--- config.mk ---
export PLATFORM = sky130hd
export DESIGN_NAME = sensor_debouncer
export DESIGN_NICKNAME = d
export VERILOG_FILES = /design/src/rtl/sensor_debouncer.sv
export SDC_FILE = /design/constraint.sdc
export NUM_CORES = 1
export LEC_CHECK = 0
export ABC_AREA = 1
export CAP_MARGIN = 15
export CORE_AREA = 2 2 49 51
export DETAILED_ROUTE_END_ITERATION = 12
export DIE_AREA = 0 0 51 53
export PLACE_DENSITY = 0.9
export SLEW_MARGIN = 0
export SYNTH_ARGS = -nofsm -noshare
export SYNTH_HDL_FRONTEND = slang
export SYNTH_SLANG_ARGS = --single-unit
--- constraint.sdc ---
create_clock -name Clk -period 3.09 [get_ports Clk]
set_clock_uncertainty 0.1 [all_clocks]
set_input_delay 0.927 -clock Clk [delete_from_list [all_inputs] [get_ports Clk]]
set_output_delay 0.927 -clock Clk [all_outputs]
set_load 0.02 [all_outputs]
--- src/rtl/sensor_debouncer.sv ---
// Two-channel optical sensor conditioner: double-flop synchronizer, per-channel
// stability debounce, one-cycle change strobe and saturating bounce counter.
module sensor_debouncer #(
    parameter int STABLE_CYCLES = 16
) (
    input  logic       Clk,
    input  logic       Rst,
    input  logic       D1_raw,
    input  logic       D2_raw,
    output logic       D1,
    output logic       D2,
    output logic       Chg,
    output logic [7:0] Glitch
);

    localparam int CW = $clog2(STABLE_CYCLES + 1);
    localparam logic [CW-1:0] CNT_ZERO = {CW{1'b0}};
    localparam logic [CW-1:0] CNT_ONE  = CW'(1);
    localparam logic [CW-1:0] CNT_LAST = CW'(STABLE_CYCLES - 1);

    // Adds 0..2 rejected bounces to the diagnostic count, clamping at 255.
    function automatic logic [7:0] glitch_add(input logic [7:0] acc, input logic [1:0] n);
        logic [8:0] sum;
        sum = {1'b0, acc} + {7'd0, n};
        if (sum > 9'd255) begin
            return 8'hFF;
        end else begin
            return sum[7:0];
        end
    endfunction

    logic [1:0]          sync1_q, sync1_d;
    logic [1:0]          s_q, s_d;
    logic [1:0]          d_q, d_d;
    logic [1:0][CW-1:0]  cnt_q, cnt_d;
    logic                chg_q, chg_d;
    logic [7:0]          glitch_q, glitch_d;
    logic [1:0]          acc_s;
    logic [1:0]          rej_s;

    // Next-state: synchronizer shift, per-channel debounce decision, strobe and counter.
    always_comb begin
        sync1_d = {D2_raw, D1_raw};
        s_d     = sync1_q;
        d_d     = d_q;
        cnt_d   = cnt_q;
        acc_s   = 2'b00;
        rej_s   = 2'b00;
        for (int ch = 0; ch < 2; ch++) begin
            if (s_q[ch] == d_q[ch]) begin
                // Sample fell back to the accepted level before the count completed.
                if (cnt_q[ch] != CNT_ZERO) begin
                    cnt_d[ch] = CNT_ZERO;
                    rej_s[ch] = 1'b1;
                end else begin
                    cnt_d[ch] = cnt_q[ch];
                end
            end else if (cnt_q[ch] == CNT_LAST) begin
                d_d[ch]   = s_q[ch];
                cnt_d[ch] = CNT_ZERO;
                acc_s[ch] = 1'b1;
            end else begin
                cnt_d[ch] = cnt_q[ch] + CNT_ONE;
            end
        end
        chg_d    = |acc_s;
        glitch_d = glitch_add(glitch_q, {1'b0, rej_s[0]} + {1'b0, rej_s[1]});
    end

    // State registers with synchronous reset taking priority.
    always_ff @(posedge Clk) begin
        if (Rst) begin
            sync1_q  <= 2'b00;
            s_q      <= 2'b00;
            d_q      <= 2'b00;
            cnt_q    <= {2{CNT_ZERO}};
            chg_q    <= 1'b0;
            glitch_q <= 8'd0;
        end else begin
            sync1_q  <= sync1_d;
            s_q      <= s_d;
            d_q      <= d_d;
            cnt_q    <= cnt_d;
            chg_q    <= chg_d;
            glitch_q <= glitch_d;
        end
    end

    assign D1     = d_q[0];
    assign D2     = d_q[1];
    assign Chg    = chg_q;
    assign Glitch = glitch_q;

endmodule

### After elaboration in Yosys (flattened, before gate mapping)

Cells that the tools add are included.

| word-level totals | value |
|---|---|
| register bits after elaboration | 25 |
| latch bits | 0 |
| RAM bits | 0 |
| ROM bits | 0 |
| input bits | 4 |
| output and inout port bits | 11 |
| memories | 0 |

| cells by class | value |
|---|---|
| add/subtract/negate cells | 4 |
| $mul | 0 |
| divide/modulo/power cells | 0 |
| magnitude comparators | 1 |
| equality and inequality tests | 6 |
| shift-type cells | 0 |
| multiplexer cells | 15 |
| bitwise operators | 2 |
| reductions and logical operators | 5 |

Operators by type and width:

| operator | count |
|---|---|
| 2-to-1 mux 5 bit | 6 |
| adder 5 x 1 -> 5 bit (second input constant) | 2 |
| equality test 5 x 4 -> 1 bit (second input constant) | 2 |
| nonzero test 5 bit | 2 |
| adder 8 x 2 -> 9 bit | 1 |
| > comparator 9 x 8 -> 1 bit (second input constant) | 1 |
| 2-to-1 mux 1 bit | 8 |
| 2-to-1 mux 8 bit | 1 |
| inequality test 2 x 1 -> 1 bit (second input constant) | 2 |
| AND reduction 2 bit | 2 |
| adder 1 x 1 -> 2 bit | 1 |
| equality test 1 bit | 2 |
| inverter 1 bit | 2 |
| OR reduction 2 bit | 1 |

### Longest topological paths before layout

| logic depth | value |
|---|---|
| depth after elaboration | 7 |
| gate-level depth with buffers | 13 |
| mapped depth without buffers | 13 |

### Worst setup path before layout

OpenSTA, ideal clock, no wires.

| path | value |
|---|---|
| kind | register -> register |
| start point | register d_q[0] |
| end point | register glitch_q[5], in the netlist Glitch[5] |
| setup time | 0.064 ns |
| arrival time | 2.010 ns |
| slack | 0.916 ns |
| cell stages (with the launch flop) | 12 |
| buffers on the path | 0 |
| clock period less this slack | 2.174 ns |
| cell sequence | dfxtp_1 > xnor2_2 > o21ai_0 > fa_1 > inv_1 > ha_1 > nand2_1 > nor2_2 > nand2_2 > nand2_1 > nor2_1 > nor2_1 |

| on the way | value |
|---|---|
| word-level cells in the longest chain between the ends | 6 |

Ends and longest elaborated chain:

| what | line | source |
|---|---|---|
| start, declared | 34 | `logic [1:0] d_q, d_d;` |
| start signal, assigned | 75 | `d_q <= 2'b00;` |
| start signal, assigned | 82 | `d_q <= d_d;` |
| equality test 1 bit (*) | 50 | `if (s_q[ch] == d_q[ch]) begin` |
| 2-to-1 mux 1 bit (*) | 50 |  |
| adder 1 x 1 -> 2 bit (*) | 67 | `glitch_d = glitch_add(glitch_q, {1'b0, rej_s[0]} + {1'b0, rej_s[1]});` |
| adder 8 x 2 -> 9 bit (*) | 24 | `sum = {1'b0, acc} + {7'd0, n};` |
| > comparator 9 x 8 -> 1 bit | 25 | `if (sum > 9'd255) begin` |
| 2-to-1 mux 8 bit (*) | 25 |  |
| end signal, assigned | 85 | `glitch_q <= glitch_d;` |
| end, declared | 37 | `logic [7:0] glitch_q, glitch_d;` |

Every way passes the cells marked *; elsewhere a longest branch is shown, timed or not.
A chain may end at the register's enable or synchronous reset.

### Worst setup path in the final report

| path | value |
|---|---|
| start point | register glitch_q[2], in the netlist Glitch[2] |
| end point | output Glitch[2] |

RTL lines:

| what | line | source |
|---|---|---|
| end, declared | 13 | `output logic [7:0] Glitch` |

No word-level cell between the ends.

==> flow_summary_export.csv <==
group,metric,value,unit
outcome,status,"complete, no violations",
routing,dr.pass1.iters,3,
layout,final_nets,184,
layout,nFillCells,187,
clock_tree,clockBufferDepth,2,
synth,synth_area_leaders,"dfxtp_1, nand2_1, inv_1, nor2_1, ha_1",
sta,slew_headroom,0.768,
routing,wl_per_cell,10.6,µm
critical_path,r2r_end,"Glitch[5]$_SDFF_PP0_",
sta,fmax,402,MHz
sta,period_minus_slack,2.49,ns
routing,drt_iter0_markers,13,
sta,setup_ws,0.602,ns
synth,synth.distinct_cells,24,
synth,yosysTopAreaCellShare,0.424,
critical_path,r2r_slack,0.75,ns
routing,vias,999,
pwr,ir_drop,0.000321,V
clock_tree,cts_tree,"yes",
clock_tree,numCtsBuffers,3,
sta,drv_slew,0,
critical_path,path_delay_family,"buffers and inverters",
pwr,p_leak,0.000545,µW
floorplan,ios,15,
clock_tree,clock-sinks,25,
pwr,p_int,397,µW
pwr,switchingPower,128,µW
sta,grt_setup_unrepaired,"no",
synth,muxShareOfSynthArea,0,
global_route,first_global_vias,920,
clock_tree,post_cts_buffers,0,
critical_path,slowest_delay,0.65,ns
clock_tree,insertion_delay,0.33,ns
synth,synthSimpleGateAreaFrac,0.282,
clock_tree,postCtsHoldBufs,0,
critical_path,cp_data_arrival_time,1.46,ns
clock_tree,clk_pin_slew,0.14,ns
hold_path,holdPathStages,2,
floorplan,start_util,0.549,
clock_tree,cts.htree.levels,1,
synth,yosysSeqAreaShare,0.424,
critical_path,start_kind,"flop",
critical_path,worst-path-stages,1,
routing,via_per_inst,4.97,
pwr,power_frac_comb,0.077,
sta,tns,0,ns
floorplan,die_area,2700,µm²
clock_tree,cts_root_buf,"clkbuf_4",
routing,postRouteAntennaNets,0,
clock_tree,post_cts_resized,0,
synth,syn-instance-count,156,
place,io_buffer_count,14,
critical_path,crit_chain,"clkdlybuf4s50_1",
pwr,p_sw_frac,0.244,
floorplan,die_w,51,µm
layout,syn2layout_area_growth,16.6,%
synth,synth_fa_ha_area_frac,0.0700,
hold_path,hold_path.class,"reg -> reg",
global_route,grt_antenna_before_repair,0,
floorplan,die_y,53,µm
synth,synth_area_leader_cell,"dfxtp_1",
global_route,grt_max_degree,18,
place,placed_area,1350,µm²
sta,finalCritPeriodShare,0.805,
critical_path,worstPathRequired,2.06,ns
sta,worst_slew_pin_slew,0.345,ns
synth,avgSynthCellArea,7.56,µm²
place,hpwl,1680,µm
sta,hold_violations,0,
synth,synth-compound-area-share,0.0753,
synth,syn-num-nets,166,
layout,fin_util,0.641,
critical_path,path_buf_inv,1,
pwr,clock_power_share,0.285,
layout,diodes,0,
critical_path,cp-endpoint,"Glitch[2]",
layout,drive_gt1_frac,0.0867,
layout,final_cell_mix,"nand2_1, dfxtp_1, inv_1",
pwr,seqPwrFrac,0.638,
critical_path,worst_setup_path_end_kind,"output port",
synth,ys_ff_latch,25,
place,place.gp.congestion,0.810,
pwr,powerDensity,381,nW/µm²
routing,postRouteWirelength,2140,µm
routing,drc,0,
layout,stdcell_area,1380,µm²
critical_path,r2r_cells,11,
critical_path,worstReg2RegStart,"d_q[0]$_SDFFE_PP0P_",
layout,layout.cells.most_common,"nand2_1",
global_route,overflow,0,
synth,synth_warnings,0,
critical_path,worst-path-max-fanout,6,
floorplan,fp-row-count,17,
place,place_ws,0.815,ns
critical_path,setup.worst_path.start,"Glitch[2]$_SDFF_PP0_",
flow_run,maxCapViolCount,0,
synth,synth_area,1180,µm²
synth,synthXorXnorAreaFrac,0.0583,
sta,setup_viol,0,
critical_path,cp_slowest_cell,"clkdlybuf4s50_1",
critical_path,critPathKind,"reg -> out",
global_route,grt_pass1_wl,3630,µm
global_route,grt.total_usage,0.180,
synth,synth_top_family_by_area,"simple AND/OR/NAND/NOR gates",
floorplan,core,2150,µm²
==> through the flow <==
stage	hold WS [ns]	power, µW	std cells
finish	0.316	524	201
global route	0.335	546	201
CTS	0.319	531	201
global placement	0.293	381	197
detailed placement	0.300	382	197
floorplan	0.288	367	156
==> Yosys cell counts <==
master,instances
nor2_2,4
xnor2_2,1
a21oi_1,11
nor2_1,20
nor4_1,2
nand4_1,2
fa_1,1
nor3_1,2
xnor2_1,2
nand2_2,3
a31oi_1,1
clkinv_1,1
nand2_1,29
nor3_2,1
ha_1,5
inv_2,1
o21bai_1,1
dfxtp_1,25
o21ai_0,4
buf_6,1
xor2_1,4
nand3_1,12
inv_1,22
buf_2,1
==> power groups by stage <==
stage	Combinational, µW	Sequential [µW]	Clock, µW
floorplan	24.0	343	0
global placement	39.9	341	0
detailed placement	40.7	341	0
CTS	41.1	334	155
global route	45.1	335	165
finish	40.4	334	150
==> logic make-up (layout without fill, tap and decap cells) <==
group                    count (synthesis)  count (layout)
buffers and inverters                   26              43
AND/OR/NAND/NOR                         75              75
flip-flops                              25              25
adder cells (fa/ha/maj)                  6               6
XOR/XNOR                                 7               7
AO/OA/AOI/OAI                           17              17
==> how the worst min path moves through the flow <==
stage	to	slack [ns]	startpoint
2_1_floorplan	s_q[0]$_SDFF_PP0_	0.29	s_d[0]$_SDFF_PP0_
5_1_grt	s_q[1]$_SDFF_PP0_	0.33	s_d[1]$_SDFF_PP0_
3_5_place_dp	s_q[1]$_SDFF_PP0_	0.30	s_d[1]$_SDFF_PP0_
3_3_place_gp	s_q[1]$_SDFF_PP0_	0.29	s_d[1]$_SDFF_PP0_
4_1_cts	s_q[1]$_SDFF_PP0_	0.32	s_d[1]$_SDFF_PP0_
6_report	s_q[1]$_SDFF_PP0_	0.32	s_d[1]$_SDFF_PP0_
==> area by class of cell <==
type	count	area, µm²	share of cell area
Clock buffer	3	22.5	0.0164
Clock inverter	1	7.51	0.00545
Inverter	24	90.1	0.0655
Multi-Input combinational cell	105	573	0.416
Sequential cell	25	500	0.364
Tap cell	28	35.0	0.0255
Timing Repair Buffer	15	148	0.107
==> per-layer routing <==
| layer | vias to the layer above | global-route usage | share of wire |
|---|---|---|---|
| li1 | 524 | - | - |
| met2 | 11 | 0.314 | 0.50 |
| met1 | 459 | 0.208 | 0.46 |
| met3 | 5 | 0.0424 | 0.022 |
| met4 | 0 | 0.0856 | 0.017 |
| met5 | - | 0 | 0 |
==> registers in the layout, summed over array words and instances (netlist names) <==
| name | count |
|---|---|
| Chg | 1 |
| Glitch | 8 |
| cnt_q | 10 |
| d_q | 2 |
| s_d | 2 |
| s_q | 2 |
Note: power is estimated with default switching activity, not from simulation.
